$ cat src/rtl/axis_dtu_route_stage_pkg.sv
// Shared lynx types: stage state, route word constants and the route struct.
// Imported by the DTU route stage and its skid buffer.
package lynxTypes;

    localparam int LYNX_PID_BITS  = 6;
    localparam int LYNX_DATA_BITS = 512;
    localparam int CEU_ROUTE_BITS = 14;

    typedef enum logic [1:0] {
        IDLE = 2'd0,
        FWD  = 2'd1,
        DROP = 2'd2
    } route_stage_t;

    typedef struct packed {
        logic                      en;
        logic [CEU_ROUTE_BITS-1:0] route;
    } ceu_route_t;

endpackage

$ cat src/rtl/axis_dtu_route_stage_skid.sv
// axis_skid_buf_2: 2-entry buffer holding a beat plus its sideband word.
// Ports: push_i/data_i/side_i in, valid_o/ready_i/data_o/side_o out,
// pop_o = handshake, cnt_o/cnt_d_o = current and next occupancy.
import lynxTypes::*;

module axis_skid_buf_2 #(
    parameter int DATA_W = 32,
    parameter int SIDE_W = 8
) (
    input  logic              aclk,
    input  logic              aresetn,
    input  logic              push_i,
    input  logic [DATA_W-1:0] data_i,
    input  logic [SIDE_W-1:0] side_i,
    input  logic              ready_i,
    output logic              valid_o,
    output logic [DATA_W-1:0] data_o,
    output logic [SIDE_W-1:0] side_o,
    output logic              pop_o,
    output logic [1:0]        cnt_o,
    output logic [1:0]        cnt_d_o
);

    localparam int W = DATA_W + SIDE_W;

    logic [W-1:0] mem_q [2];
    logic         rd_q;
    logic         wr_q;
    logic [1:0]   cnt_q;
    logic [1:0]   cnt_d;

    always_comb begin
        valid_o = (cnt_q != 2'd0);
        pop_o   = valid_o & ready_i;
        {side_o, data_o} = mem_q[rd_q];
        cnt_d = cnt_q;
        if (push_i && !pop_o) begin
            cnt_d = cnt_q + 2'd1;
        end else if (!push_i && pop_o) begin
            cnt_d = cnt_q - 2'd1;
        end
    end

    assign cnt_o   = cnt_q;
    assign cnt_d_o = cnt_d;

    always_ff @(posedge aclk or negedge aresetn) begin
        if (!aresetn) begin
            mem_q[0] <= '0;
            mem_q[1] <= '0;
            rd_q     <= 1'b0;
            wr_q     <= 1'b0;
            cnt_q    <= 2'd0;
        end else begin
            if (push_i) begin
                mem_q[wr_q] <= {side_i, data_i};
                wr_q        <= ~wr_q;
            end
            if (pop_o) begin
                rd_q <= ~rd_q;
            end
            cnt_q <= cnt_d;
        end
    end

endmodule

$ cat src/rtl/axis_dtu_route_stage.sv
// Per-region DTU ingress stage: tags each beat with a packet-stable route,
// drops packets of disabled regions, counts forwarded/dropped packets.
// Ports: route_wr/route_cfg/route_en_cfg shadow write; s_axis_* in,
// m_axis_* + m_tdest out; pkt_cnt, drop_cnt, busy status.
import lynxTypes::*;

module axis_dtu_route_stage #(
    parameter int DATA_BITS  = LYNX_DATA_BITS,
    parameter int PID_BITS   = LYNX_PID_BITS,
    parameter int ROUTE_BITS = CEU_ROUTE_BITS,
    parameter int CNT_BITS   = 32
) (
    input  logic                   aclk,
    input  logic                   aresetn,
    input  logic                   route_wr,
    input  logic [ROUTE_BITS-1:0]  route_cfg,
    input  logic                   route_en_cfg,
    input  logic                   s_axis_tvalid,
    output logic                   s_axis_tready,
    input  logic [DATA_BITS-1:0]   s_axis_tdata,
    input  logic [DATA_BITS/8-1:0] s_axis_tkeep,
    input  logic                   s_axis_tlast,
    input  logic [PID_BITS-1:0]    s_axis_tid,
    output logic                   m_axis_tvalid,
    input  logic                   m_axis_tready,
    output logic [DATA_BITS-1:0]   m_axis_tdata,
    output logic [DATA_BITS/8-1:0] m_axis_tkeep,
    output logic                   m_axis_tlast,
    output logic [PID_BITS-1:0]    m_axis_tid,
    output logic [ROUTE_BITS-1:0]  m_tdest,
    output logic [CNT_BITS-1:0]    pkt_cnt,
    output logic [CNT_BITS-1:0]    drop_cnt,
    output logic                   busy
);

    localparam int KEEP_BITS = DATA_BITS / 8;
    localparam int SIDE_W    = ROUTE_BITS + PID_BITS + KEEP_BITS + 1;

    route_stage_t          state_q, state_d;
    logic                  shadow_en_q;
    logic [ROUTE_BITS-1:0] shadow_route_q;
    logic [ROUTE_BITS-1:0] act_route_q, act_route_d;
    logic                  tready_q, tready_d;
    logic [CNT_BITS-1:0]   pkt_cnt_q;
    logic [CNT_BITS-1:0]   drop_cnt_q;

    logic                  acc;
    logic                  push;
    logic [ROUTE_BITS-1:0] push_route;
    logic                  drop_last;
    logic                  pkt_done;

    logic                  buf_valid;
    logic                  buf_pop;
    logic [1:0]            buf_cnt, buf_cnt_d;
    logic [SIDE_W-1:0]     side_in, side_out;
    logic [ROUTE_BITS-1:0] head_route;

    assign acc = s_axis_tvalid & tready_q;

    // The first beat of a packet uses the shadow as it stood before this
    // edge, so a same-cycle route_wr only affects later packets.
    always_comb begin
        state_d     = state_q;
        act_route_d = act_route_q;
        push        = 1'b0;
        push_route  = act_route_q;
        drop_last   = 1'b0;
        unique case (state_q)
            IDLE: begin
                if (acc) begin
                    act_route_d = shadow_route_q;
                    push_route  = shadow_route_q;
                    push        = shadow_en_q;
                    drop_last   = s_axis_tlast & ~shadow_en_q;
                    if (!s_axis_tlast) begin
                        state_d = shadow_en_q ? FWD : DROP;
                    end
                end
            end
            FWD: begin
                if (acc) begin
                    push = 1'b1;
                    if (s_axis_tlast) begin
                        state_d = IDLE;
                    end
                end
            end
            DROP: begin
                if (acc && s_axis_tlast) begin
                    drop_last = 1'b1;
                    state_d   = IDLE;
                end
            end
            default: begin
                state_d = IDLE;
            end
        endcase
        // Registered ready: look at next-cycle occupancy, never at m_axis_tready.
        tready_d = (buf_cnt_d != 2'd2) || (state_d == DROP);
    end

    assign side_in = {push_route, s_axis_tid, s_axis_tkeep, s_axis_tlast};

    axis_skid_buf_2 #(
        .DATA_W (DATA_BITS),
        .SIDE_W (SIDE_W)
    ) u_buf (
        .aclk    (aclk),
        .aresetn (aresetn),
        .push_i  (push),
        .data_i  (s_axis_tdata),
        .side_i  (side_in),
        .ready_i (m_axis_tready),
        .valid_o (buf_valid),
        .data_o  (m_axis_tdata),
        .side_o  (side_out),
        .pop_o   (buf_pop),
        .cnt_o   (buf_cnt),
        .cnt_d_o (buf_cnt_d)
    );

    assign {head_route, m_axis_tid, m_axis_tkeep, m_axis_tlast} = side_out;
    assign m_axis_tvalid = buf_valid;
    assign m_tdest       = buf_valid ? head_route : '0;
    assign pkt_done      = buf_pop & m_axis_tlast;

    always_ff @(posedge aclk or negedge aresetn) begin
        if (!aresetn) begin
            state_q        <= IDLE;
            shadow_en_q    <= 1'b0;
            shadow_route_q <= '0;
            act_route_q    <= '0;
            tready_q       <= 1'b0;
        end else begin
            state_q     <= state_d;
            act_route_q <= act_route_d;
            tready_q    <= tready_d;
            if (route_wr) begin
                shadow_en_q    <= route_en_cfg;
                shadow_route_q <= route_cfg;
            end
        end
    end

    always_ff @(posedge aclk or negedge aresetn) begin
        if (!aresetn) begin
            pkt_cnt_q  <= '0;
            drop_cnt_q <= '0;
        end else begin
            if (pkt_done) begin
                pkt_cnt_q <= pkt_cnt_q + 1'b1;
            end
            if (drop_last) begin
                drop_cnt_q <= drop_cnt_q + 1'b1;
            end
        end
    end

    assign s_axis_tready = tready_q;
    assign pkt_cnt       = pkt_cnt_q;
    assign drop_cnt      = drop_cnt_q;
    assign busy          = (state_q != IDLE) || (buf_cnt != 2'd0);

endmodule

$ cat config.mk
export PLATFORM = sky130hd
export DESIGN_NAME = axis_dtu_route_stage
export DESIGN_NICKNAME = d
export VERILOG_FILES = /design/src/rtl/axis_dtu_route_stage_pkg.sv /design/src/rtl/axis_dtu_route_stage_skid.sv /design/src/rtl/axis_dtu_route_stage.sv
export SDC_FILE = /design/constraint.sdc
export NUM_CORES = 2
export LEC_CHECK = 0
export ABC_AREA = 1
export CORE_AREA = 3 3 489 491
export CTS_CLUSTER_DIAMETER = 30
export CTS_CLUSTER_SIZE = 24
export DETAILED_ROUTE_END_ITERATION = 6
export DIE_AREA = 0 0 492 494
export SLEW_MARGIN = 10
export SYNTH_ARGS = -nofsm -noshare
export SYNTH_HDL_FRONTEND = slang
export SYNTH_HIERARCHICAL = 1
export SYNTH_SLANG_ARGS = --single-unit
$ cat constraint.sdc
create_clock -name aclk -period 6.1 [get_ports aclk]
set_input_delay 1.22 -clock aclk [delete_from_list [all_inputs] [get_ports aclk]]
set_output_delay 1.22 -clock aclk [all_outputs]
set_load 0.01 [all_outputs]
==> metrics.cfg <==
[die]
rows=178
die_y_um=494
die-area_um2=243000
die_w_um=492
num_io_pins=1267
core_um2=235000
start_util_pct=24.1

[timing]
maxSlewViolCount=0
setup_violations=0
rsz0062_at_grt=false
setup_tns_ps=0
fmax_mhz=197
whs_ps=154
tightest_slew_ps=1060
worst_slack_ps=1010
hold_viol_final=0
fin_worst_skew_ps=85.7
post-route-min-period_ps=5090
relSlewSlack_pct=29.3
post-route-period-util_pct=83.4

[placed_design]
port_buffers=1266
place.gp.congestion=1.01
place_ws_ps=1860
hpwl_um=166000

[worst_setup_path]
worstSetupStartpoint=u_buf/rd_q
cp-end-kind=output port
slowest_delay_ps=800
critPathBufInv=3
critPathSlowestCell=dfrtp_4
required_ps=4880
crit_chain=buf_4 > buf_4 > nand2_1 > nand2_1 > clkdlybuf4s50_1
arrival_ps=3870
start_kind=register
criticalPathCategory=reg -> out
path_delay_family=buffers and inverters
r2r_start=u_buf/rd_q
path_max_fanout=65

[route]
first_pass_iters=7
drt-initial-drc-count=4228
routed_wirelength_um=231000
vias_per_cell=4.39
drc=2
wire_per_inst_um=19.7
routed-via-count=51500
ant_nets=0

[pwr]
switching_share_pct=35.0
peakVddDrop_mv=0.361
intPower_mw=33.4
power.density_nw_per_um2=610
power_frac_seq_pct=28.3
p_leak_nw=41.8
power.net_switching_mw=18.0
combPwrFrac_pct=35.4
p_clk_share_pct=36.3

[global_route]
antenna_found_initial=118
grt_pass1_vias=51300
overflow=0
grt_usage_pct=18.4
grt_pass1_wl_um=338000
grt_max_degree=198

[synth]
syn-num-nets=7606
ys_ff_latch=1294
yosysSeqAreaShare_pct=57.2
yosysWarnings=6
synth_cell_types=36
synth_cells=7000
syn_area_per_cell_um2=8.08
synth_area_um2=56600

[run_status]
status=finished with violations
violations=design-rule violations

[finish]
fillers=23900
final_nets=8888
final_cell_mix=3174 x nand2_1, 1293 x dfrtp_1, 1265 x clkdlybuf4s50_1, 687 x inv_1, 685 x o21ai_0
area_growth_pct=49.1
final_common_cell=nand2_1
final_layout_size_suffix_gt1_share_pct=9.01

[clocking]
htree_levels=5
post_cts_buffers=0
root_buffer=clkbuf_16
cts_sinks=1294
cts_tree=yes
cts_buffers=347
clk_latency_ps=900
clock_path_buffers=4
cts.clk_slew.worst_paths_ps=50
ctsHoldBuffers=0
cts.repair.resized=0

[hold_path]
hold_class=in -> async

[job]
max-cap-violations=0

==> final timing paths <==
check / end / slack (ps) / cells past startpoint
min reg2reg: u_buf/mem_q[1062] / 470 / 2
max reg2reg: pkt_cnt[27] / 2530 / 11
max: m_axis_tdata[222] / 1010 / 5
max in group asynchronous: u_buf/mem_q[701] / 4130 / 2
min: u_buf/mem_q[429] / 150 / 1
min in group aclk: u_buf/mem_q[1062] / 470 / 2
==> cell usage after synthesis, drive strengths merged <==
library cell	number	share of area, %
nand2	3182	21
dfrtp	1294	57
o21ai	1229	12
inv	691	4.6
buf	205	2.0
clkbuf	200	1.3
nor2	75	0.61
nand3	38	0.35
xor2	24	0.37
xnor2	19	0.29
nand4	16	0.18
nor3	9	0.13
nand3b	6	0.080
ha	3	0.066
clkinv	2	0.013
a211oi	1	0.013
a21oi	1	0.015
and2	1	0.011
nor3b	1	0.013
o22ai	1	0.011
or2	1	0.011
or3	1	0.011
==> final cells by class <==
type,instances,area [um2],share of cell area [%]
flip-flops and latches,1294,32400,38.4
well taps,3150,3940,4.67
inverters,693,2610,3.09
clock inverters,145,2180,2.59
repair buffers,1338,13500,16.0
diodes,40,100,0.119
clock buffers,468,9880,11.7
multi-input cells,4608,19700,23.4
==> worst register-to-register path: cells and delay by family, from the launching register on <==
family	cells	cell delay (ps)
flip-flops	1	700
buffers and inverters	2	1390
AO/OA/AOI/OAI	1	190
AND/OR/NAND/NOR	8	1180
==> metal layers <==
metal,up-vias,track usage (%),share of wire (%)
li1,24300,-,-
met1,24300,21.8,39
met2,2277,28.4,45
met3,534,8.54,12
met4,90,8.58,4.5
met5,-,0,0.25
==> power by group through the flow <==
stage          Sequential [mW]  Combinational (mW)  Clock (mW)
3_5_place_dp              14.5                18.3           0
3_3_place_gp              14.4                18.0           0
5_1_grt                   14.9                20.0        19.6
4_1_cts                   14.5                18.4        19.1
2_1_floorplan             13.8                8.96           0
6_report                  14.5                18.2        18.7
==> stage by stage <==
step | std cells | power (mW) | cell area [um2] | util (%)
after floorplan | 7000 | 22.8 | 56600 | -
after global placement | 11100 | 32.4 | 72200 | 30.7
after detailed placement | 11100 | 32.8 | 72200 | 30.7
after CTS | 11700 | 52.0 | 84200 | 35.8
after global routing | 11700 | 54.5 | 84300 | 35.8
final | 11700 | 51.4 | 84300 | 35.9
==> state kept, by name (all words and copies together) (netlist names) <==
signal          cells
s_axis_tready       1
pkt_cnt            32
act_route_q        14
state_q             2
u_buf/cnt_o         2
shadow_route_q     14
shadow_en_q         1
drop_cnt           32
u_buf/wr_q          1
u_buf/rd_q          1
u_buf/mem_q      1194
==> logic make-up after synthesis <==
family                   Yosys count  synth area share, %
adder cells (fa/ha/maj)            3               0.0664
AND/OR/NAND/NOR                 3330                 22.5
XOR/XNOR                          43                0.666
flip-flops                      1294                 57.2
buffers and inverters           1098                 7.92
AO/OA/AOI/OAI                   1232                 11.6
Power figures use the tool's default switching activity.
